## src/rtl/byteswap_pkg.sv

```systemverilog
// Shared types and constants for the byte-swap AXI writer.
// Holds the writer FSM encoding and the bytes-per-beat helper.
package byteswap_pkg;

  typedef enum logic [2:0] {
    IDLE = 3'd0,
    AW   = 3'd1,
    W    = 3'd2,
    B    = 3'd3,
    DONE = 3'd4
  } state_e;

  function automatic int unsigned bytes_per_beat(
    input int unsigned dw
  );
    return dw / 8;
  endfunction

  localparam int unsigned DEF_DATA_WIDTH = 512;
  localparam int unsigned BYTES_PER_BEAT =
    bytes_per_beat(DEF_DATA_WIDTH);

endpackage

```

## src/rtl/byteswap_axi_writer.sv

```systemverilog
// AXI4 burst writer: drains an AXIS stream of swapped words into memory.
// Ports: ctrl_* start/done/addr/size, s_axis_* input stream,
//   m_axi_aw*/w*/b* AXI4 write channels; aclk, async active-low areset_n.
module byteswap_axi_writer
  import byteswap_pkg::*;
#(
  parameter int C_M_AXI_ADDR_WIDTH = 64,
  parameter int C_M_AXI_DATA_WIDTH = 512,
  parameter int C_XFER_SIZE_WIDTH  = 32,
  parameter int C_BURST_LEN        = 16
) (
  input  logic                            aclk,
  input  logic                            areset_n,
  input  logic                            ctrl_start,
  output logic                            ctrl_done,
  input  logic [C_M_AXI_ADDR_WIDTH-1:0]   ctrl_addr_offset,
  input  logic [C_XFER_SIZE_WIDTH-1:0]    ctrl_xfer_size_in_bytes,
  input  logic                            s_axis_tvalid,
  output logic                            s_axis_tready,
  input  logic [C_M_AXI_DATA_WIDTH-1:0]   s_axis_tdata,
  output logic                            m_axi_awvalid,
  input  logic                            m_axi_awready,
  output logic [C_M_AXI_ADDR_WIDTH-1:0]   m_axi_awaddr,
  output logic [7:0]                      m_axi_awlen,
  output logic                            m_axi_wvalid,
  input  logic                            m_axi_wready,
  output logic                            m_axi_wlast,
  output logic [C_M_AXI_DATA_WIDTH-1:0]   m_axi_wdata,
  output logic [C_M_AXI_DATA_WIDTH/8-1:0] m_axi_wstrb,
  input  logic                            m_axi_bvalid,
  output logic                            m_axi_bready
);

  localparam int unsigned BPB =
    bytes_per_beat(C_M_AXI_DATA_WIDTH);
  localparam int LOG2_BPB = $clog2(BPB);
  localparam int XW       = C_XFER_SIZE_WIDTH;
  localparam int ADDR_W   = C_M_AXI_ADDR_WIDTH;

  state_e              state_q;
  logic [ADDR_W-1:0]   addr_q;
  logic [XW-1:0]       remain_q;
  logic [7:0]          awlen_q;
  logic [7:0]          beat_q;
  logic                awvalid_q;
  logic                bready_q;
  logic                done_q;

  logic [XW-1:0]       total_beats;
  logic [8:0]          burst_beats;
  logic [XW-1:0]       remain_d;
  logic [ADDR_W-1:0]   addr_d;
  logic                in_w;
  logic                w_hs;

  // awlen for the next burst: min(remaining, C_BURST_LEN) - 1
  function automatic logic [7:0] len_of(
    input logic [XW-1:0] r
  );
    if (r >= XW'(C_BURST_LEN))
      return 8'(C_BURST_LEN - 1);
    return 8'(r - 1'b1);
  endfunction

  // Ceiling division by bytes-per-beat without an overflowing add
  assign total_beats =
    (ctrl_xfer_size_in_bytes >> LOG2_BPB) +
    XW'(|ctrl_xfer_size_in_bytes[LOG2_BPB-1:0]);

  assign burst_beats = {1'b0, awlen_q} + 9'd1;
  assign remain_d    = remain_q - XW'(burst_beats);
  assign addr_d      =
    addr_q + (ADDR_W'(burst_beats) << LOG2_BPB);

  assign in_w = (state_q == W);
  assign w_hs = s_axis_tvalid & m_axi_wready;

  always_ff @(posedge aclk or negedge areset_n) begin
    if (!areset_n) begin
      state_q   <= IDLE;
      addr_q    <= '0;
      remain_q  <= '0;
      awlen_q   <= '0;
      beat_q    <= '0;
      awvalid_q <= 1'b0;
      bready_q  <= 1'b0;
      done_q    <= 1'b0;
    end else begin
      done_q <= 1'b0;
      case (state_q)
        IDLE: begin
          if (ctrl_start) begin
            addr_q   <= ctrl_addr_offset;
            remain_q <= total_beats;
            beat_q   <= '0;
            if (total_beats == '0) begin
              state_q <= DONE;
            end else begin
              awlen_q   <= len_of(total_beats);
              awvalid_q <= 1'b1;
              state_q   <= AW;
            end
          end
        end
        AW: begin
          if (m_axi_awready) begin
            awvalid_q <= 1'b0;
            beat_q    <= '0;
            state_q   <= W;
          end
        end
        W: begin
          if (w_hs) begin
            if (beat_q == awlen_q) begin
              bready_q <= 1'b1;
              state_q  <= B;
            end else begin
              beat_q <= beat_q + 8'd1;
            end
          end
        end
        B: begin
          if (m_axi_bvalid) begin
            bready_q <= 1'b0;
            remain_q <= remain_d;
            if (remain_d == '0) begin
              state_q <= DONE;
            end else begin
              addr_q    <= addr_d;
              awlen_q   <= len_of(remain_d);
              awvalid_q <= 1'b1;
              state_q   <= AW;
            end
          end
        end
        DONE: begin
          done_q  <= 1'b1;
          state_q <= IDLE;
        end
        default: state_q <= IDLE;
      endcase
    end
  end

  assign ctrl_done     = done_q;
  assign m_axi_awvalid = awvalid_q;
  assign m_axi_awaddr  = addr_q;
  assign m_axi_awlen   = awlen_q;
  assign m_axi_bready  = bready_q;

  // W channel is a straight combinational bridge to the stream
  assign m_axi_wvalid  = in_w & s_axis_tvalid;
  assign s_axis_tready = in_w & m_axi_wready;
  assign m_axi_wdata   = s_axis_tdata;
  assign m_axi_wlast   = in_w & (beat_q == awlen_q);
  assign m_axi_wstrb   = '1;

endmodule
```

## config.mk

```make
export PLATFORM = sky130hd
export DESIGN_NAME = byteswap_axi_writer
export DESIGN_NICKNAME = d
export VERILOG_FILES = /design/src/rtl/byteswap_pkg.sv /design/src/rtl/byteswap_axi_writer.sv
export SDC_FILE = /design/constraint.sdc
export NUM_CORES = 1
export LEC_CHECK = 0
export CORE_AREA = 2 2 494 496
export CTS_BUF_LIST = sky130_fd_sc_hd__clkbuf_4 sky130_fd_sc_hd__clkbuf_8
export DETAILED_ROUTE_END_ITERATION = 10
export DIE_AREA = 0 0 496 498
export MAX_ROUTING_LAYER = met4
export SLEW_MARGIN = 20
export SYNTH_ARGS = -nofsm -noshare
export SYNTH_HDL_FRONTEND = slang
export SYNTH_SLANG_ARGS = --single-unit
export TNS_END_PERCENT = 10
```

## constraint.sdc

```tcl
create_clock -name aclk -period 4.8 [get_ports aclk]
set_input_delay 0.96 -clock aclk [delete_from_list [all_inputs] [get_ports aclk]]
set_output_delay 0.96 -clock aclk [all_outputs]
set_load 0.02 [all_outputs]
```

Word level (Yosys, flattened, before mapping). Index checks and enable logic that the tools add are counted.

Logic and storage cells: 97. Flip-flop bits (word level): 118. Input port bits: 615. Output and inout port bits: 654.

Magnitude comparators: 2. Eq/ne operators: 13. Reductions and logical operators: 15. Mux-type cells: 48. Bitwise gates (word level): 4. $add $sub $neg: 7.

Operators with widths (number): two-way mux 64 bit (3); case mux 64 bit (2 select lines) (1); two-way mux 8 bit (12); adder 64 x 15 -> 64 bit (1); zero test 32 bit (2); two-way mux 32 bit (2); case mux 32 bit (2 select lines) (1); >= comparator 32 x 5 -> 1 bit (second input constant) (1); subtractor 32 x 9 -> 32 bit (1); adder 26 x 1 -> 27 bit (1); >= comparator 27 x 5 -> 1 bit (second input constant) (1); case mux 8 bit (3 select lines) (1); two-way mux 3 bit (7); two-way mux 1 bit (17); case mux 8 bit (2 select lines) (1); subtractor 8 x 1 -> 8 bit (second input constant) (2); AND reduction 5 bit (3); != test 2 bit (second input constant) (6); case mux 3 bit (4 select lines) (1); adder 8 x 1 -> 9 bit (second input constant) (1); adder 8 x 1 -> 8 bit (second input constant) (1); equality test 8 bit (1); AND reduction 4 bit (2); equality test 3 x 2 -> 1 bit (second input constant) (2); 12 further kinds (18).

Depth between registers and ports, before layout. Gate-level depths: netlist of run 1.

Word-level depth: 11. Mapped depth: 18. Gate-level depth less buffers: 15.

Worst setup path before layout of run 1. Ideal clock, no wire load.

Kind: register to register. Start point: register awlen_q[1], in the netlist m_axi_awlen[1]. End point: register awlen_q[1], in the netlist m_axi_awlen[1]. Cell stages (with the launch flop): 17. Data required time: 4.675 ns. Data arrival time: 4.537 ns. Path buffers: 2. Setup slack: 0.138 ns. Clock period less this slack: 4.662 ns. Library setup time: 0.125 ns. Cells stage by stage: dfrtp_1 -> ha_1 -> nand3_1 -> nor2_1 -> nand3_1 -> ha_1 -> a211o_1 -> or4_1 -> buf_2 -> or3_1 -> o21a_1 -> nor4b_2 -> nand4_1 -> or4b_1 -> buf_2 -> a22oi_4 -> mux2_4.

Longest elaborated chain between the ends: 11. Elaborated cells on any way between the ends: 15. Classes of those cells: 3 x add/sub; 1 x order compare; 1 x eq/ne; 8 x mux; 2 x reduce/logical.

RTL lines: start, declared (line byteswap_axi_writer.sv:43) `logic [7:0] awlen_q;`; start signal, assigned (line byteswap_axi_writer.sv:99) `awlen_q <= len_of(total_beats);`; start signal, assigned (line byteswap_axi_writer.sv:130) `awlen_q <= len_of(remain_d);`; adder 8 x 1 -> 9 bit * (line byteswap_axi_writer.sv:70) `assign burst_beats = {1'b0, awlen_q} + 9'd1;`; subtractor 32 x 9 -> 32 bit * (line byteswap_axi_writer.sv:71) `assign remain_d = remain_q - XW'(burst_beats);`; >= comparator 32 x 5 -> 1 bit (line byteswap_axi_writer.sv:60) `if (r >= XW'(C_BURST_LEN))`; two-way mux 1 bit (line byteswap_axi_writer.sv:60); two-way mux 1 bit (line byteswap_axi_writer.sv:126) `if (remain_d == '0) begin`; two-way mux 1 bit (line byteswap_axi_writer.sv:123) `if (m_axi_bvalid) begin`; two-way mux 1 bit (line byteswap_axi_writer.sv:90) `case (state_q)`; two-way mux 8 bit (line byteswap_axi_writer.sv:62) `return 8'(r - 1'b1);`; two-way mux 8 bit (line byteswap_axi_writer.sv:126); two-way mux 8 bit (line byteswap_axi_writer.sv:123); case mux 8 bit (2 select lines) (line byteswap_axi_writer.sv:90).

Every way passes the cells marked *; elsewhere a longest branch is shown, timed or not. The select of a mux whose other input is x is not followed. A chain may end at the register's enable or synchronous reset.

Worst setup path after layout of run 1.
Start point: register awlen_q[0], in the netlist m_axi_awlen[0]. End point: register awlen_q[3], in the netlist m_axi_awlen[3].

Same word-level chain as after synthesis.

==> results of run 1 <==
-- metrics by stage --
stage	TNS [ns]	utilization (%)
2_1_floorplan	0	-
3_3_place_gp	-2.13	6.41
3_5_place_dp	-2.77	6.41
4_1_cts	-0.000539	6.57
5_1_grt	-0.00553	6.62
6_report	0	6.62
-- repair_timing --
action	CTS	global route
endpoints found under the setup margin	23	69
buffers inserted	0	5
pin swaps	0	5
resized for setup	2	16
-- layout by cell type, fill, tap and decap left out, types with 33 or more instances in the layout --
cell             netlist  routed
nor2_1                97      93
buf_4                577      76
nand2_1              173     171
dfrtp_1              118     118
a21oi_1               39      38
xnor2_1               34      33
clkdlybuf4s50_1        0     179
xor2_1                36      35
nor3_1                42      41
o21ai_0               56      55
nand3_1               53      51
conb_1                 1      64
-- state kept, by name (all words and copies together) (netlist names) --
signal / cells
m_axi_awvalid: 1
ctrl_done: 1
m_axi_bready: 1
beat_q: 8
m_axi_awaddr: 64
m_axi_awlen: 8
state_q: 3
remain_q: 32
-- layer usage --
metal  up-vias  part of all wire (%)  global-route usage [%]
met5         -                     0                       -
met4         0                   6.4                    6.77
met3       422                    36                    20.0
met2      1304                    42                    17.6
met1      5302                    16                    5.33
li1       4714                     -                       -
-- final cells by class --
type                       count  share of cell area, %
tap                         3202                   25.0
antenna                       13                  0.203
sequential                   118                   18.4
clock inverter                12                  0.656
inverter                      30                  0.703
clock buffer                  19                   1.59
timing repair buffer         264                   15.7
multi-input combinational    970                   37.8
-- report_power, final --
group          total, mW  internal (mW)  switching [mW]
clock              0.996          0.423           0.573
combinational       4.24           1.70            2.55
sequential          2.04           1.40           0.646
-- cell families (layout without fill, tap and decap cells) --
logic type	count (synthesis)	in the layout
AOI/OAI and AO/OA	294	294
xor gates and xnor gates	70	70
adders and majority gates	26	26
buffers and inverters	672	325
DFF	118	118
muxes	19	19
other	1	77
and+or+nand+nor	497	497
-- final timing paths --
path	depth (start not counted)	end	slack [ns]
max	15	m_axi_awlen[3]$_DFFE_PN0P_	0.23
min	1	beat_q[1]$_DFFE_PN0P_	0.39
max reg2reg	15	m_axi_awlen[3]$_DFFE_PN0P_	0.23
min reg2reg	2	m_axi_awaddr[4]$_DFFE_PN0P_	0.49
max in group asynchronous	2	m_axi_awaddr[18]$_DFFE_PN0P_	3.40
min in group aclk	2	m_axi_awaddr[4]$_DFFE_PN0P_	0.49
==> results.cfg, run 1 <==
[floorplanning]
core_area_um2 = 242000
fp.dieW_um = 496
rows = 181
dieHeight_um = 498
io_pins = 1269
dieArea_um2 = 247000
initial_utilization_pct = 5.51

[yosys]
ys_types = 77
synthFlopType = dfrtp_1
yosysSeqAreaShare_pct = 22.1
ys_ff_latch = 118
synthesis.area_um2 = 13300
synth-edff-count = 0
synth_compound_area_share_pct = 15.8
yosysWarnings = 0
synth.avg_cell_area_um2 = 7.86
ys_async_sr_fraction_pct = 100
synthTopCellsByArea = buf_4 32%, dfrtp_1 22%, nand2_1 4.9%
synth_top_family_by_area = buffers and inverters
syn_inst = 1697
synth.largest_area_cell = buf_4
post_synth_xor_area_fraction_pct = 4.60
netlist_top_cells_count = 577 x buf_4, 173 x nand2_1, 118 x dfrtp_1, 97 x nor2_1, 56 x o21ai_0
synth-simple-area-share_pct = 18.0
synth_fa_ha_area_share_pct = 2.55
synth_top_cell_area_share_pct = 32.5
synth.area.mux_share_pct = 1.62
post-synth-top-count-cell = buf_4

[final_layout]
final_area_um2 = 16000
final-seq-area_um2 = 2950
instances_no_fill = 4628
area_growth_pct = 20.1
multiInputGateArea_um2 = 6050
nNetsFinal = 2042
fillers = 28500
drive_gt1_share_pct = 11.6

[sta]
final-max-slew-violation-count = 0
slew_headroom_pct = 31.6
min_period_ns = 4.57
fin_skew_ns = 0.0316
hold_viol = 0
layout_setup_ws_ns = 0.228
max_clock_freq_mhz = 219
setup_viol = 0
whs_ns = 0.394
worst_pin_slew_ns = 1.02
fin_crit_sh_pct = 95.2

[drt]
drt-initial-drc-count = 871
vias = 11700
route.detailed.drc = 0
antenna_left = 0
first_pass_iters = 7
via_per_inst = 2.54
wl_um = 153000
post_drt_wl_per_cell_um = 33.1

[worst_setup_path]
critPathMaxStageDelay_ns = 0.62
crit_start = m_axi_awlen[0]$_DFFE_PN0P_
end_kind = flop
slowest_stage = or4b_4
critPathMaxFanout = 5
timing.rr.start = m_axi_awlen[0]$_DFFE_PN0P_
critPathLaunchType = flop
required_ns = 5.21
worstSetupPathType = reg -> reg
critical_path.cell_chain = and3_1 > nand3_1 > nor2_2 > xnor2_2 > inv_1 > ha_1 > a211o_1 > or4_4 > or3_1 > o21a_1 > nor4b_2 > nand4_1 > or4b_4 > a22oi_4 > mux2_4
worstPathArrival_ns = 4.98
crit_buf_inv = 1
crit_family = simple AND/OR/NAND/NOR gates

[power]
fin_total_pwr_mw = 7.28
power_leakage_nw = 5.09
ir_drop_uv = 176
p_per_area_nw_per_um2 = 455

[cts]
cts-buffers-inserted = 17
cts.path.max_buffers = 2
cts_tree = yes
cts_root_buf = clkbuf_8
clock-sinks = 118
ctsHoldBuffers = 0
cts.clk_slew.worst_paths_ns = 0.09
cts_max_level = 4
clk_latency_ns = 0.55

[place]
dp_hpwl_um = 140000
dp_worst_setup_slack_ns = -0.315
dp_cells = 4579
io_buffers = 180
gp_congestion = 0.891
placed_cell_area_um2 = 15500

[grt]
grt_overflow = 0
grt_pass1_wl_um = 178000
antenna_found_initial = 36
grt_pass1_vias = 11200
track_usage_pct = 12.3
grt_max_degree = 64

[min_path]
hp-class = in -> async

[job]
maxCapViolations = 0

[outcome]
status = finished clean
(Power assumes the default switching activity.)
==> run 2, diff against run 1 <==
--- a/config.mk
+++ b/config.mk
@@ -5,6 +5,7 @@
 export SDC_FILE = /design/constraint.sdc
 export NUM_CORES = 1
 export LEC_CHECK = 0
+export ABC_AREA = 1
 export CORE_AREA = 2 2 494 496
 export CTS_BUF_LIST = sky130_fd_sc_hd__clkbuf_4 sky130_fd_sc_hd__clkbuf_8
 export DETAILED_ROUTE_END_ITERATION = 10
==> run 2 against run 1 <==
Against the previous run: routed wire length rose by 1.8%; synthesized cell count rose by 39%; via count rose by 19%; sequential power rose by 4%; flip-flop and latch count did not move; clock skew fell by 0.0016 ns; clock power rose by 5%; worst setup slack improved by 0.57 ns; critical path depth rose by 9; non-clock buffer count fell by 53; combinational power rose by 48%; global-route usage rose by 0.27 points; largest cell class unchanged; largest power group unchanged; highest routed layer unchanged.
==> results.cfg, run 2 <==
[outcome]
status = finished clean

[cts]
cts-buffers-inserted = 17
cts_resized = 0
cts_max_level = 4
ctsHoldBuffers = 0
clk_latency_ns = 0.57
cts.clk_slew.worst_paths_ns = 0.10
post_cts_buffers = 0
cts.path.max_buffers = 2
clock-sinks = 118
cts_tree = yes
cts_root_buf = clkbuf_8

[final_layout]
drive_gt1_share_pct = 6.42
area_growth_pct = 14.5
final-seq-area_um2 = 2950
largest_register_ffs = 64
multiInputGateArea_um2 = 7180
layout_common_cells = 705 x nand2_1, 188 x nand3_1, 188 x nor2_1, 179 x clkdlybuf4s50_1, 153 x inv_1
instances_no_fill = 5255
final_area_um2 = 17300
nNetsFinal = 2670
final_common_cell = nand2_1
fillers = 28600

[sta]
fin_tns_setup_ns = 0
whs_ns = 0.333
min_period_ns = 4.01
hold_viol = 0
rsz0062_at_grt = no
setup_viol = 0
max_clock_freq_mhz = 250
fin_skew_ns = 0.0300
final-max-slew-violation-count = 0
layout_setup_ws_ns = 0.794
slew_headroom_pct = 44.9
fin_crit_sh_pct = 83.5
worst_pin_slew_ns = 0.826

[yosys]
synthFlopType = dfrtp_1
synth_top_cell_area_share_pct = 28.7
yosysWarnings = 0
ys_async_sr_fraction_pct = 100
syn_inst = 2360
synth.largest_area_cell = buf_4
netlist_top_cells_count = 705 x nand2_1, 577 x buf_4, 188 x nand3_1, 188 x nor2_1, 155 x inv_1
synthesis.area_um2 = 15100
ys_ff_latch = 118
synth-edff-count = 0
synth.avg_cell_area_um2 = 6.40
post-synth-top-count-cell = nand2_1
ys_types = 50
yosysSeqAreaShare_pct = 19.6
synthTopCellsByArea = buf_4 29%, dfrtp_1 20%, nand2_1 18%

[drt]
vias = 13900
antenna_left = 0
drt-initial-drc-count = 1163
via_per_inst = 2.65
post_drt_wl_per_cell_um = 29.7
first_pass_iters = 5
wl_um = 156000
route.detailed.drc = 0

[worst_setup_path]
required_ns = 5.26
cpMostUsedCell = nand2_1
path_depth = 24
critPathLaunchType = flop
crit_family = simple AND/OR/NAND/NOR gates
critPathMaxStageDelay_ns = 0.45
worstSetupPathType = reg -> reg
worstPathArrival_ns = 4.46
rr_worst_depth = 24
crit_buf_inv = 3
end_kind = flop
slowest_stage = dfrtp_1
critical_path.cell_chain = ha_1 > nand3_1 > inv_1 > nand4_1 > nor2_1 > inv_1 > ha_1 > nand2_1 > nand2_1 > nor2_2 > nand2_1 > nor2_1 > nand2_1 > nand2_1 > nand2_1 > nor2_1 > nand3_1 > nor2_1 > nand3_1 > nand2_2 > nand2_4 > buf_12 > nand3_1 > nand2_1
critPathMaxFanout = 58
r2r_slack_ns = 0.79

[power]
ir_drop_uv = 278
power_leakage_nw = 6.71
p_per_area_nw_per_um2 = 545

[floorplanning]
core_area_um2 = 242000
dieArea_um2 = 247000
io_pins = 1269
fp.dieW_um = 496
initial_utilization_pct = 6.24
dieHeight_um = 498
rows = 181

[grt]
antenna_found_initial = 16
grt_max_degree = 69
grt_pass1_wl_um = 185000
track_usage_pct = 12.5
grt_pass1_vias = 13000
grt_overflow = 0

[min_path]
hp-class = in -> async

[place]
dp_hpwl_um = 143000
dp_cells = 5212
gp_congestion = 0.945
dp_worst_setup_slack_ns = 0.244
io_buffers = 180
placed_cell_area_um2 = 16900

[job]
maxCapViolations = 0
## run 2: cell count changes after synthesis, sizes merged, moves of 11 or more
cell / delta
nand4: +23
nor2: +106
nand3: +138
a221oi: -16
buf: +11
and3: -16
o22ai: -16
mux2: -12
o211ai: -16
inv: +141
nor4: -15
clkbuf: -29
a22oi: -13
nand2: +546
## run 2: kinds of logic after synthesis
group                      Yosys count  share of synthesized area [%]
and+or+nand+nor                   1228                           34.7
buffers and inverters              796                           34.5
AOI/OAI and AO/OA                  127                           5.23
DFF                                118                           19.6
xor gates and xnor gates            64                           3.76
adders and majority gates           26                           2.25
other                                1                         0.0248
## run 2: metal layers
metal | track usage (%) | part of all wire (%)
met4 | 7.09 | 6.4
met2 | 17.3 | 40
met3 | 19.8 | 36
met1 | 6.24 | 17
met5 | - | 0
## run 2: layout make-up
type	count	area share [%]
multi-input combinational	1509	41.5
tap	3202	23.2
sequential	118	17.1
timing repair buffer	211	12.1
inverter	172	3.73
clock buffer	18	1.43
clock inverter	14	0.890
antenna	11	0.159
## run 2: metrics by stage
| step | utilization [%] | power (mW) |
|---|---|---|
| 6_report | 7.15 | 9.43 |
| 2_1_floorplan | - | 6.51 |
| 5_1_grt | 7.15 | 10.2 |
| 3_3_place_gp | 6.97 | 8.37 |
| 4_1_cts | 7.14 | 9.50 |
| 3_5_place_dp | 6.97 | 8.41 |
## run 2: final timing paths
kind,start,to
max in group asynchronous,areset_n,m_axi_awaddr[47]$_DFFE_PN0P_
hold / removal,areset_n,m_axi_awaddr[4]$_DFFE_PN0P_
setup reg to reg,m_axi_awlen[1]$_DFFE_PN0P_,m_axi_awaddr[48]$_DFFE_PN0P_
setup / recovery,m_axi_awlen[1]$_DFFE_PN0P_,m_axi_awaddr[48]$_DFFE_PN0P_
hold reg to reg,m_axi_awaddr[0]$_DFFE_PN0P_,m_axi_awaddr[0]$_DFFE_PN0P_
min in group aclk,m_axi_awaddr[0]$_DFFE_PN0P_,m_axi_awaddr[0]$_DFFE_PN0P_
## run 2: worst register-to-register path, cell delays in order (launching register included)
cell and delay (ns):
dfrtp_1 0.45, ha_1 0.22, nand3_1 0.11, inv_1 0.10, nand4_1 0.07, nor2_1 0.29
inv_1 0.09, ha_1 0.39, nand2_1 0.09, nand2_1 0.08, nor2_2 0.15, nand2_1 0.10
nor2_1 0.29, nand2_1 0.12, nand2_1 0.07, nand2_1 0.09, nor2_1 0.13, nand3_1 0.11
nor2_1 0.13, nand3_1 0.11, nand2_2 0.11, nand2_4 0.13, buf_12 0.23, nand3_1 0.20
nand2_1 0.06
## run 2: report_power, final
part	total [mW]	switching, mW	internal (mW)
Clock	1.05	0.573	0.476
Sequential	2.12	0.702	1.42
Combinational	6.26	4.13	2.14
